===== src/rtl/ring_decoder_monitor.sv =====
// Receive-side monitor for a one-hot ring counter: decodes the ring word, checks
// one-hot validity and rotate-left sequencing, tracks lock and counts errors.
// Optional feature macro: RING_MON_STALL_OK_EN (accept a repeated sample while locked).
module ring_decoder_monitor #(
  parameter int unsigned WIDTH    = 4,
  parameter int unsigned LOCK_CNT = 2,
  parameter int unsigned ERR_W    = 8,
  localparam int unsigned IDX_W   = (WIDTH > 1) ? $clog2(WIDTH) : 1
) (
  input  logic             clk,
  input  logic             reset_n,
  input  logic [WIDTH-1:0] ring_in,
  input  logic             sample_en,
  input  logic             clear_err,
  output logic [IDX_W-1:0] index,
  output logic             index_valid,
  output logic             locked,
  output logic             seq_err,
  output logic             onehot_err,
  output logic [ERR_W-1:0] err_count
);

  localparam int unsigned GOOD_W = (LOCK_CNT > 1) ? $clog2(LOCK_CNT + 1) : 1;
  localparam logic [ERR_W-1:0] ERR_MAX = {ERR_W{1'b1}};

  typedef enum logic [1:0] {
    UNLOCKED = 2'd0,
    ACQUIRE  = 2'd1,
    LOCKED   = 2'd2
  } state_t;

  state_t             state_q, state_d;
  logic [WIDTH-1:0]   prev_q, prev_d;
  logic [GOOD_W-1:0]  good_q, good_d;
  logic [IDX_W-1:0]   index_q, index_d;
  logic               index_valid_q, index_valid_d;
  logic               locked_q, locked_d;
  logic               seq_err_q, seq_err_d;
  logic               onehot_err_q, onehot_err_d;
  logic [ERR_W-1:0]   err_count_q, err_count_d;

  logic [WIDTH-1:0]   exp_word;
  logic [IDX_W-1:0]   pos;
  logic               is_onehot;
  int unsigned        ones;

  // Population count and position of the (last) set bit of the ring word.
  always_comb begin
    ones = 0;
    pos  = '0;
    for (int unsigned i = 0; i < WIDTH; i++) begin
      if (ring_in[i]) begin
        ones = ones + 1;
        pos  = IDX_W'(i);
      end
    end
    is_onehot = (ones == 1);
  end

  assign exp_word = {prev_q[WIDTH-2:0], prev_q[WIDTH-1]};

  // Next-state, tracking and error-pulse logic.
  always_comb begin
    state_d       = state_q;
    prev_d        = prev_q;
    good_d        = good_q;
    index_d       = index_q;
    index_valid_d = index_valid_q;
    locked_d      = locked_q;
    seq_err_d     = 1'b0;
    onehot_err_d  = 1'b0;

    if (sample_en) begin
      index_valid_d = is_onehot;
      if (is_onehot) begin
        index_d = pos;
      end

      unique case (state_q)
        UNLOCKED: begin
          if (is_onehot) begin
            prev_d  = ring_in;
            good_d  = '0;
            state_d = ACQUIRE;
          end else begin
            onehot_err_d = 1'b1;
          end
        end
        ACQUIRE: begin
          if (!is_onehot) begin
            onehot_err_d = 1'b1;
            good_d       = '0;
            state_d      = UNLOCKED;
          end else if (ring_in == exp_word) begin
            prev_d = ring_in;
            good_d = good_q + GOOD_W'(1);
            if (good_d == GOOD_W'(LOCK_CNT)) begin
              state_d  = LOCKED;
              locked_d = 1'b1;
            end
          end else begin
            // Re-anchor on the new word; mismatches while acquiring are not errors.
            prev_d = ring_in;
            good_d = '0;
          end
        end
        LOCKED: begin
          if (!is_onehot) begin
            onehot_err_d = 1'b1;
            locked_d     = 1'b0;
            good_d       = '0;
            state_d      = UNLOCKED;
          end else if (ring_in == exp_word) begin
            prev_d = ring_in;
`ifdef RING_MON_STALL_OK_EN
          end else if (ring_in == prev_q) begin
            prev_d = prev_q;
`endif
          end else begin
            seq_err_d = 1'b1;
            prev_d    = ring_in;
            good_d    = '0;
            locked_d  = 1'b0;
            state_d   = ACQUIRE;
          end
        end
        default: begin
          state_d  = UNLOCKED;
          locked_d = 1'b0;
          good_d   = '0;
        end
      endcase
    end
  end

  // Saturating error counter; a clear coinciding with an error leaves one count.
  always_comb begin
    err_count_d = err_count_q;
    if (clear_err) begin
      err_count_d = (seq_err_d || onehot_err_d) ? ERR_W'(1) : '0;
    end else if ((seq_err_d || onehot_err_d) && (err_count_q != ERR_MAX)) begin
      err_count_d = err_count_q + ERR_W'(1);
    end
  end

  always_ff @(posedge clk or negedge reset_n) begin
    if (!reset_n) begin
      state_q       <= UNLOCKED;
      prev_q        <= '0;
      good_q        <= '0;
      index_q       <= '0;
      index_valid_q <= 1'b0;
      locked_q      <= 1'b0;
      seq_err_q     <= 1'b0;
      onehot_err_q  <= 1'b0;
      err_count_q   <= '0;
    end else begin
      state_q       <= state_d;
      prev_q        <= prev_d;
      good_q        <= good_d;
      index_q       <= index_d;
      index_valid_q <= index_valid_d;
      locked_q      <= locked_d;
      seq_err_q     <= seq_err_d;
      onehot_err_q  <= onehot_err_d;
      err_count_q   <= err_count_d;
    end
  end

  assign index       = index_q;
  assign index_valid = index_valid_q;
  assign locked      = locked_q;
  assign seq_err     = seq_err_q;
  assign onehot_err  = onehot_err_q;
  assign err_count   = err_count_q;

endmodule


===== config.mk =====
export PLATFORM = sky130hd
export DESIGN_NAME = ring_decoder_monitor
export DESIGN_NICKNAME = d
export VERILOG_FILES = /design/src/rtl/ring_decoder_monitor.sv
export SDC_FILE = /design/constraint.sdc
export NUM_CORES = 1
export LEC_CHECK = 0
export CAP_MARGIN = 10
export CORE_ASPECT_RATIO = 1.1
export CORE_MARGIN = 10
export CORE_UTILIZATION = 50
export CTS_CLUSTER_DIAMETER = 200
export DETAILED_ROUTE_END_ITERATION = 10
export HOLD_SLACK_MARGIN = 0.08
export PLACE_DENSITY = 0.75
export SYNTH_ARGS = -nofsm -noshare
export SYNTH_HDL_FRONTEND = slang
export SYNTH_SLANG_ARGS = --single-unit
export TNS_END_PERCENT = 10

===== constraint.sdc =====
create_clock -name clk -period 4.3 [get_ports clk]
set_input_delay 0.86 -clock clk [delete_from_list [all_inputs] [get_ports clk]]
set_output_delay 0.86 -clock clk [all_outputs]
set_load 0.02 [all_outputs]

==> metrics.log, run 1 <==
[metrics] number of primary I/O pins: 22
[metrics] number of pins exceeding their max-slew limit in the final report: 0
[metrics] Num Clock Sinks: 22
[metrics] pin count of the biggest net entering global routing: 23
[metrics] first-pass GRT wire length: 4.719 mm
[metrics] number of buffers inserted during clock tree synthesis: 3
[metrics] clock latency reported for the late side of the worst-skew pair: 0.30 ns
[metrics] fraction of the cycle the final worst path needs: 0.8430
[metrics] number of hold violations in the final report: 0
[metrics] via count: 1,077
[metrics] non-filler cells, final: 185
[metrics] Switching Fraction: 0.3425
[metrics] Detailed Route WL: 2.740 mm
[metrics] Final Instance Area: 0.001602 mm²
[metrics] worst hold endpoint: index[0]$_DFFE_PN0P_
[metrics] layout overhead on the synthesized area: 16.15%
[metrics] Tightest Hold Check Type: register to register
[metrics] type of the worst setup path: input pin to register
[metrics] drt drc: 0
[metrics] net count of the mapped netlist: 148
[metrics] Largest delay share family, worst path: simple AND/OR/NAND/NOR gates
[metrics] number of maximum-capacitance violations: 0
[metrics] Placed Cells incl. Taps: 182
[metrics] Synth Cell Area: 0.001379 mm²
[metrics] share of cells above drive strength 1: 0.1234
[metrics] Net count, final: 169
[metrics] endpoint of the most critical register-to-register path: state_q[1]$_DFFE_PN0P_
[metrics] register-to-register path setup slack: 2.24 ns
[metrics] P per Cell Area: 351.5 mW/mm²
[metrics] Pre-Repair DR Iteration Count: 4
[metrics] Wirelength per Cell: 14.81 µm
[metrics] worst relative slew slack: 0.3031
[metrics] Total Die Area: 0.005261 mm²
[metrics] number of buffer and inverter instances along the worst setup path: 2
[metrics] CP Max Fanout: 7
[metrics] post-CTS sizing: 0
[metrics] maximum count of clock buffers along a single path: 2
[metrics] number of enable-type register cells in the synthesized netlist: 0
[metrics] outcome: finished clean
[metrics] type of destination of the critical path: register
[metrics] most repeated library cell on the critical path: sky130_fd_sc_hd__ha_1
[metrics] critical path launch point type: input pin
[metrics] part of the Yosys area used for sequential elements: 0.3993
[metrics] violation count after the first detailed-routing iteration: 65
[metrics] switching power summed over all nets: 192.8 µW
[metrics] number of antenna violations at the first check in global routing: 0
[metrics] cell breakdown of the critical path: clkdlybuf4s50_1, inv_1, ha_1, xor2_1, ha_1, and4b_2, nor4_4, o31ai_2, or4_1, a21oi_1
[metrics] Cells after Synth: 135
[metrics] launch instance of the worst min-delay path: index[0]$_DFFE_PN0P_
[metrics] setup TNS after final layout: 0 ns
[metrics] number of distinct library cell variants in the gate-level netlist after synthesis: 39
[metrics] area of the core: 0.002567 mm²
[metrics] slowest cell on the critical path: sky130_fd_sc_hd__clkdlybuf4s50_1
[metrics] Arrival @ worst endpoint: 3.85 ns
[metrics] initial standard-cell utilization of the core: 0.5370
[metrics] number of fill cells in the layout: 228
[metrics] clock share of power: 0.163
[metrics] number of global-route vias before repair: 1,056
[metrics] Leakage Power: 0.0006606 µW
[metrics] clock transition at the registers of the reported paths: 0.12 ns
[metrics] worst setup slack after layout: 0.6750 ns
[metrics] sequential power share: 0.483
[metrics] DP Area: 0.001579 mm²
[metrics] slowest stage delay, CP: 0.53 ns
[metrics] Highest Clock Rate: 275.9 MHz
[metrics] clock root buffer: sky130_fd_sc_hd__clkbuf_4
[metrics] CP Data Required Time: 4.52 ns
[metrics] standard-cell row count: 19
[metrics] Post-synth top flop: sky130_fd_sc_hd__dfrtp_1
[metrics] post-route minimum period: 3.625 ns
[metrics] weighted congestion at the end of routability-driven global placement: 0.8704
[metrics] worst r2r path cells: 5
[metrics] number of register bits inferred by synthesis: 22
[metrics] DRT antenna net count: 0
[metrics] setup violation total in the final timing report: 0
[metrics] async set-or-reset flop fraction in the synthesized netlist: 1.000
[metrics] mean instance size in the synthesized netlist: 10.21 µm²
[metrics] H-Tree Level Count: 1
[metrics] Die Y: 75.08 µm
[metrics] RSZ-0062 raised after global routing: no
[metrics] total track usage: 0.1053
[metrics] clock tree from TritonCTS: built
[metrics] maximum ir drop on the vdd rail: 0.2591 mV
[metrics] Post-CTS Repair Setup Buffers: 0
[metrics] worst hold path stage count: 1
[metrics] die width: 70.07 µm
[metrics] post-detail-place hpwl: 2.148 mm
[metrics] diode count: 0
[metrics] port buffer count: 21
[metrics] Warnings, synthesis: 0
[metrics] transition time at the pin with the least slew margin: 1.042 ns
[metrics] Post-CTS Hold Buffers: 0
[metrics] Comb power frac: 0.354
[metrics] pre-CTS WS: 0.3349 ns
[metrics] worst reg2reg startpoint: prev_q[0]$_DFFE_PN0P_
[metrics] average via count per standard cell: 5.822
[metrics] Worst setup startpoint: ring_in[0]
[metrics] setup clock skew after layout: 0.003558 ns
[metrics] Cell Int Power: 370.2 µW
[metrics] residual overflow from global routing: 0
[cells in the mapped netlist (4+ instances only)]
master,n,area (µm²)
sky130_fd_sc_hd__ha_1,5,62.56
sky130_fd_sc_hd__nor3_1,4,20.02
sky130_fd_sc_hd__inv_1,10,37.54
sky130_fd_sc_hd__o21ai_0,4,20.02
sky130_fd_sc_hd__a21oi_1,10,50.05
sky130_fd_sc_hd__nand3_1,5,25.02
sky130_fd_sc_hd__nor2_1,9,33.78
sky130_fd_sc_hd__xor2_1,6,52.55
sky130_fd_sc_hd__nand2_1,6,22.52
sky130_fd_sc_hd__mux2_2,7,78.83
sky130_fd_sc_hd__buf_6,4,45.04
sky130_fd_sc_hd__nor2b_1,4,25.02
sky130_fd_sc_hd__dfrtp_1,22,550.5
[power by group through the flow]
stage	logic (µW)	registers (µW)	clock network (µW)
after floorplan	126	289	0
after global placement	197	275	0
after detailed placement	203	276	0
after CTS	203	272	95.4
after global routing	220	278	106
final	199	272	91.8
[cell families (layout without fill, tap and decap cells)]
group / after synthesis / after routing / synth area share
xor gates and xnor gates: 6 / 6 / 0.03811
muxes: 9 / 9 / 0.07169
AOI/OAI and AO/OA: 29 / 29 / 0.1397
DFF: 22 / 22 / 0.3993
buffers and inverters: 15 / 34 / 0.06261
adders and majority gates: 5 / 5 / 0.04537
and+or+nand+nor: 49 / 49 / 0.2432
[cell usage in the layout (no fill, tap or decap), drive strengths merged, types with 2 or more instances in the layout]
cell type	count
clkdlybuf4s50	21
a31oi	3
nor4b	2
inv	10
nor2	9
xor2	6
mux2i	2
clkbuf	3
or3	3
o31ai	3
a21oi	10
nand2b	2
o21ai	5
mux2	7
nor4	5
or4	3
dfrtp	22
nor3	4
and3	2
nand3	5
nor2b	4
nand2	6
ha	5
[cell type report]
cell class / instances / area (µm²) / share of cell area
Multi-Input combinational cell: 98 / 742.0 / 0.4633
Sequential cell: 22 / 550.5 / 0.3437
Timing Repair Buffer: 21 / 210.2 / 0.1312
Tap cell: 31 / 38.79 / 0.02422
Inverter: 10 / 37.54 / 0.02344
Clock buffer: 3 / 22.52 / 0.01406
[routing by layer]
layer,vias to the layer above,global-route usage,wire [µm]
li1,538,-,-
met1,522,0.1243,1247
met2,15,0.1863,1382
met3,2,0.02497,90
met4,0,0.03289,20
met5,-,0,0
[flip-flops by register name, summed over array words and instances, names as in the netlist]
signal	cells
seq_err	1
locked	1
prev_q	4
state_q	2
index_valid	1
good_q	2
onehot_err	1
index	2
err_count	8
[per-stage QoR]
stage | hold slack, ns | total power (µW) | utilization
2_1_floorplan | 0.5008 | 414.5 | -
3_3_place_gp | 0.4890 | 471.7 | 0.6150
3_5_place_dp | 0.4920 | 479.2 | 0.6150
4_1_cts | 0.5199 | 570.6 | 0.6238
5_1_grt | 0.5478 | 603.1 | 0.6238
6_report | 0.5172 | 563.0 | 0.6238
[worst max path at each step]
| stage | to | slack (ns) | cells after the start |
|---|---|---|---|
| 3_5_place_dp | err_count[5]$_DFFE_PN0P_ | 0.33 | 10 |
| 2_1_floorplan | err_count[5]$_DFFE_PN0P_ | 1.11 | 9 |
| 5_1_grt | err_count[6]$_DFFE_PN0P_ | 0.51 | 10 |
| 3_3_place_gp | err_count[6]$_DFFE_PN0P_ | 0.40 | 10 |
| 6_report | err_count[6]$_DFFE_PN0P_ | 0.68 | 10 |
| 4_1_cts | err_count[5]$_DFFE_PN0P_ | 0.67 | 10 |
Power figures use the tool's default switching activity.
==> run 2, diff against run 1 <==
--- a/config.mk
+++ b/config.mk
@@ -8,11 +8,11 @@
 export CAP_MARGIN = 10
 export CORE_ASPECT_RATIO = 1.1
 export CORE_MARGIN = 10
-export CORE_UTILIZATION = 50
+export CORE_UTILIZATION = 48
 export CTS_CLUSTER_DIAMETER = 200
 export DETAILED_ROUTE_END_ITERATION = 10
 export HOLD_SLACK_MARGIN = 0.08
-export PLACE_DENSITY = 0.75
+export PLACE_DENSITY = 0.76
 export SYNTH_ARGS = -nofsm -noshare
 export SYNTH_HDL_FRONTEND = slang
 export SYNTH_SLANG_ARGS = --single-unit
==> constraint.sdc (replaced) <==
create_clock -name clk -period 3.2 [get_ports clk]
set_input_delay 0.64 -clock clk [delete_from_list [all_inputs] [get_ports clk]]
set_output_delay 0.64 -clock clk [all_outputs]
set_load 0.02 [all_outputs]
==> metrics.log, run 2 (synthesized netlist as in run 1, its figures left out) <==
[metrics] average via count per standard cell: 5.762
[metrics] DRT antenna net count: 0
[metrics] clock tree from TritonCTS: built
[metrics] Num Clock Sinks: 22
[metrics] total track usage: 0.1094
[metrics] pin count of the biggest net entering global routing: 23
[metrics] type of the worst setup path: input pin to register
[metrics] Total Die Area: 0.005419 mm²
[metrics] clock root buffer: sky130_fd_sc_hd__clkbuf_4
[metrics] worst relative slew slack: 0.3269
[metrics] CP Max Fanout: 5
[metrics] layout overhead on the synthesized area: 31.03%
[metrics] transition time at the pin with the least slew margin: 1.007 ns
[metrics] Tightest Hold Check Type: register to register
[metrics] Leakage Power: 0.0007511 µW
[metrics] setup clock skew after layout: 0.008708 ns
[metrics] Worst setup startpoint: ring_in[0]
[metrics] area of the core: 0.002753 mm²
[metrics] pre-CTS WS: -0.3884 ns
[metrics] Arrival @ worst endpoint: 3.41 ns
[metrics] setup violation total in the final timing report: 0
[metrics] drt drc: 0
[metrics] most used cells in the layout excluding fill and tap cells: 22 x sky130_fd_sc_hd__dfrtp_1, 20 x sky130_fd_sc_hd__clkdlybuf4s50_1, 15 x sky130_fd_sc_hd__buf_4
[metrics] core occupancy in the finished layout: 0.6564
[metrics] flip-flop count of the largest register after layout: 8
[metrics] Detailed Route WL: 3.054 mm
[metrics] H-Tree Level Count: 1
[metrics] slowest cell on the critical path: sky130_fd_sc_hd__clkdlybuf4s50_1
[metrics] clock latency reported for the late side of the worst-skew pair: 0.31 ns
[metrics] number of maximum-capacitance violations: 0
[metrics] number of pins exceeding their max-slew limit in the final report: 0
[metrics] number of global-route vias before repair: 1,168
[metrics] setup TNS after final layout: 0 ns
[metrics] number of primary I/O pins: 22
[metrics] die width: 71.10 µm
[metrics] first-pass GRT wire length: 5.133 mm
[metrics] outcome: finished clean
[metrics] number of buffers inserted during clock tree synthesis: 3
[metrics] weighted congestion at the end of routability-driven global placement: 0.8546
[metrics] Pre-Repair DR Iteration Count: 4
[metrics] leading cell type in the layout, fill and taps excluded: sky130_fd_sc_hd__dfrtp_1
[metrics] share of cells above drive strength 1: 0.2840
[metrics] clock transition at the registers of the reported paths: 0.12 ns
[metrics] number of hold violations in the final report: 0
[metrics] diode count: 0
[metrics] P per Cell Area: 445.8 mW/mm²
[metrics] post-route minimum period: 3.162 ns
[metrics] maximum ir drop on the vdd rail: 0.3121 mV
[metrics] fraction of the cycle the final worst path needs: 0.9882
[metrics] worst setup slack after layout: 0.03784 ns
[metrics] worst reg2reg startpoint: prev_q[0]$_DFFE_PN0P_
[metrics] residual overflow from global routing: 0
[metrics] endpoint of the most critical register-to-register path: state_q[1]$_DFFE_PN0P_
[metrics] overall power consumption: 805.5 µW
[metrics] register-to-register path setup slack: 1.16 ns
[metrics] Wirelength per Cell: 15.12 µm
[metrics] type of destination of the critical path: register
[metrics] Critical path destination: state_q[1]$_DFFE_PN0P_
[metrics] maximum count of clock buffers along a single path: 2
[metrics] violation count after the first detailed-routing iteration: 50
[metrics] standard-cell row count: 20
[metrics] critical path launch point type: input pin
[metrics] RSZ-0062 raised after global routing: yes
[metrics] number of fill cells in the layout: 229
[metrics] Post-CTS Hold Buffers: 0
[metrics] number of antenna violations at the first check in global routing: 0
[metrics] launch instance of the worst min-delay path: index[0]$_DFFE_PN0P_
[metrics] cell breakdown of the critical path: clkdlybuf4s50_1, inv_1, ha_4, xor2_2, ha_1, buf_4, nor4b_4, nor4_4, or3b_4, or4_1, o21ai_1
[metrics] Highest Clock Rate: 316.2 MHz
[metrics] initial standard-cell utilization of the core: 0.5009
[metrics] slowest stage delay, CP: 0.48 ns
[metrics] worst r2r path cells: 5
[metrics] Net count, final: 184
[metrics] WHS: 0.5332 ns
[metrics] CP Data Required Time: 3.45 ns
[metrics] via count: 1,164
[metrics] Die Y: 76.21 µm
[metrics] post-detail-place hpwl: 2.378 mm
[metrics] port buffer count: 21
## run 2: final cells by class
type	instances	area [µm²]	share of cell area
Inverter	10	37.54	0.02078
Tap cell	33	41.29	0.02285
Sequential cell	22	550.5	0.3047
Multi-Input combinational cell	98	829.5	0.4591
Timing Repair Buffer	36	325.3	0.1801
Clock buffer	3	22.52	0.01247
## run 2: what timing repair did
action,CTS,global route
buffers inserted,0,1
gates resized for setup,1,16
pin swaps,2,6
endpoints found under the setup margin,9,11
## run 2: how the worst min path moves through the flow
stage,to,slack (ns),cells past startpoint
floorplan,err_count[0]$_DFFE_PN0P_,0.34,0
global placement,index[0]$_DFFE_PN0P_,0.49,1
detailed placement,index[0]$_DFFE_PN0P_,0.50,1
CTS,index[0]$_DFFE_PN0P_,0.53,1
global route,index[0]$_DFFE_PN0P_,0.56,1
finish,index[0]$_DFFE_PN0P_,0.53,1
## run 2: per-stage QoR
step           std cells  instance area (µm²)
6_report             202                 1807
5_1_grt              202                 1807
4_1_cts              201                 1714
3_5_place_dp         198                 1687
3_3_place_gp         198                 1687
2_1_floorplan        135                 1379
## run 2: power by group
part / internal, µW / switching (µW)
combinational: 151 / 159
clock: 44.0 / 83.5
sequential: 329 / 38.3
## run 2: per-layer routing
| metal | global-route usage | vias up | wire, µm |
|---|---|---|---|
| met5 | 0 | - | 0 |
| met4 | 0.05039 | 0 | 63 |
| met3 | 0.02214 | 7 | 107 |
| met2 | 0.1943 | 20 | 1607 |
| met1 | 0.1193 | 577 | 1275 |
| li1 | - | 560 | - |
## run 2: worst max-delay path: cells and delay by family
kind            cells  cell delay [ns]
fa+ha+maj           2             0.54
simple gates        4             1.31
buf+inv             3             0.69
compound gates      1             0.09
xor+xnor            1             0.14
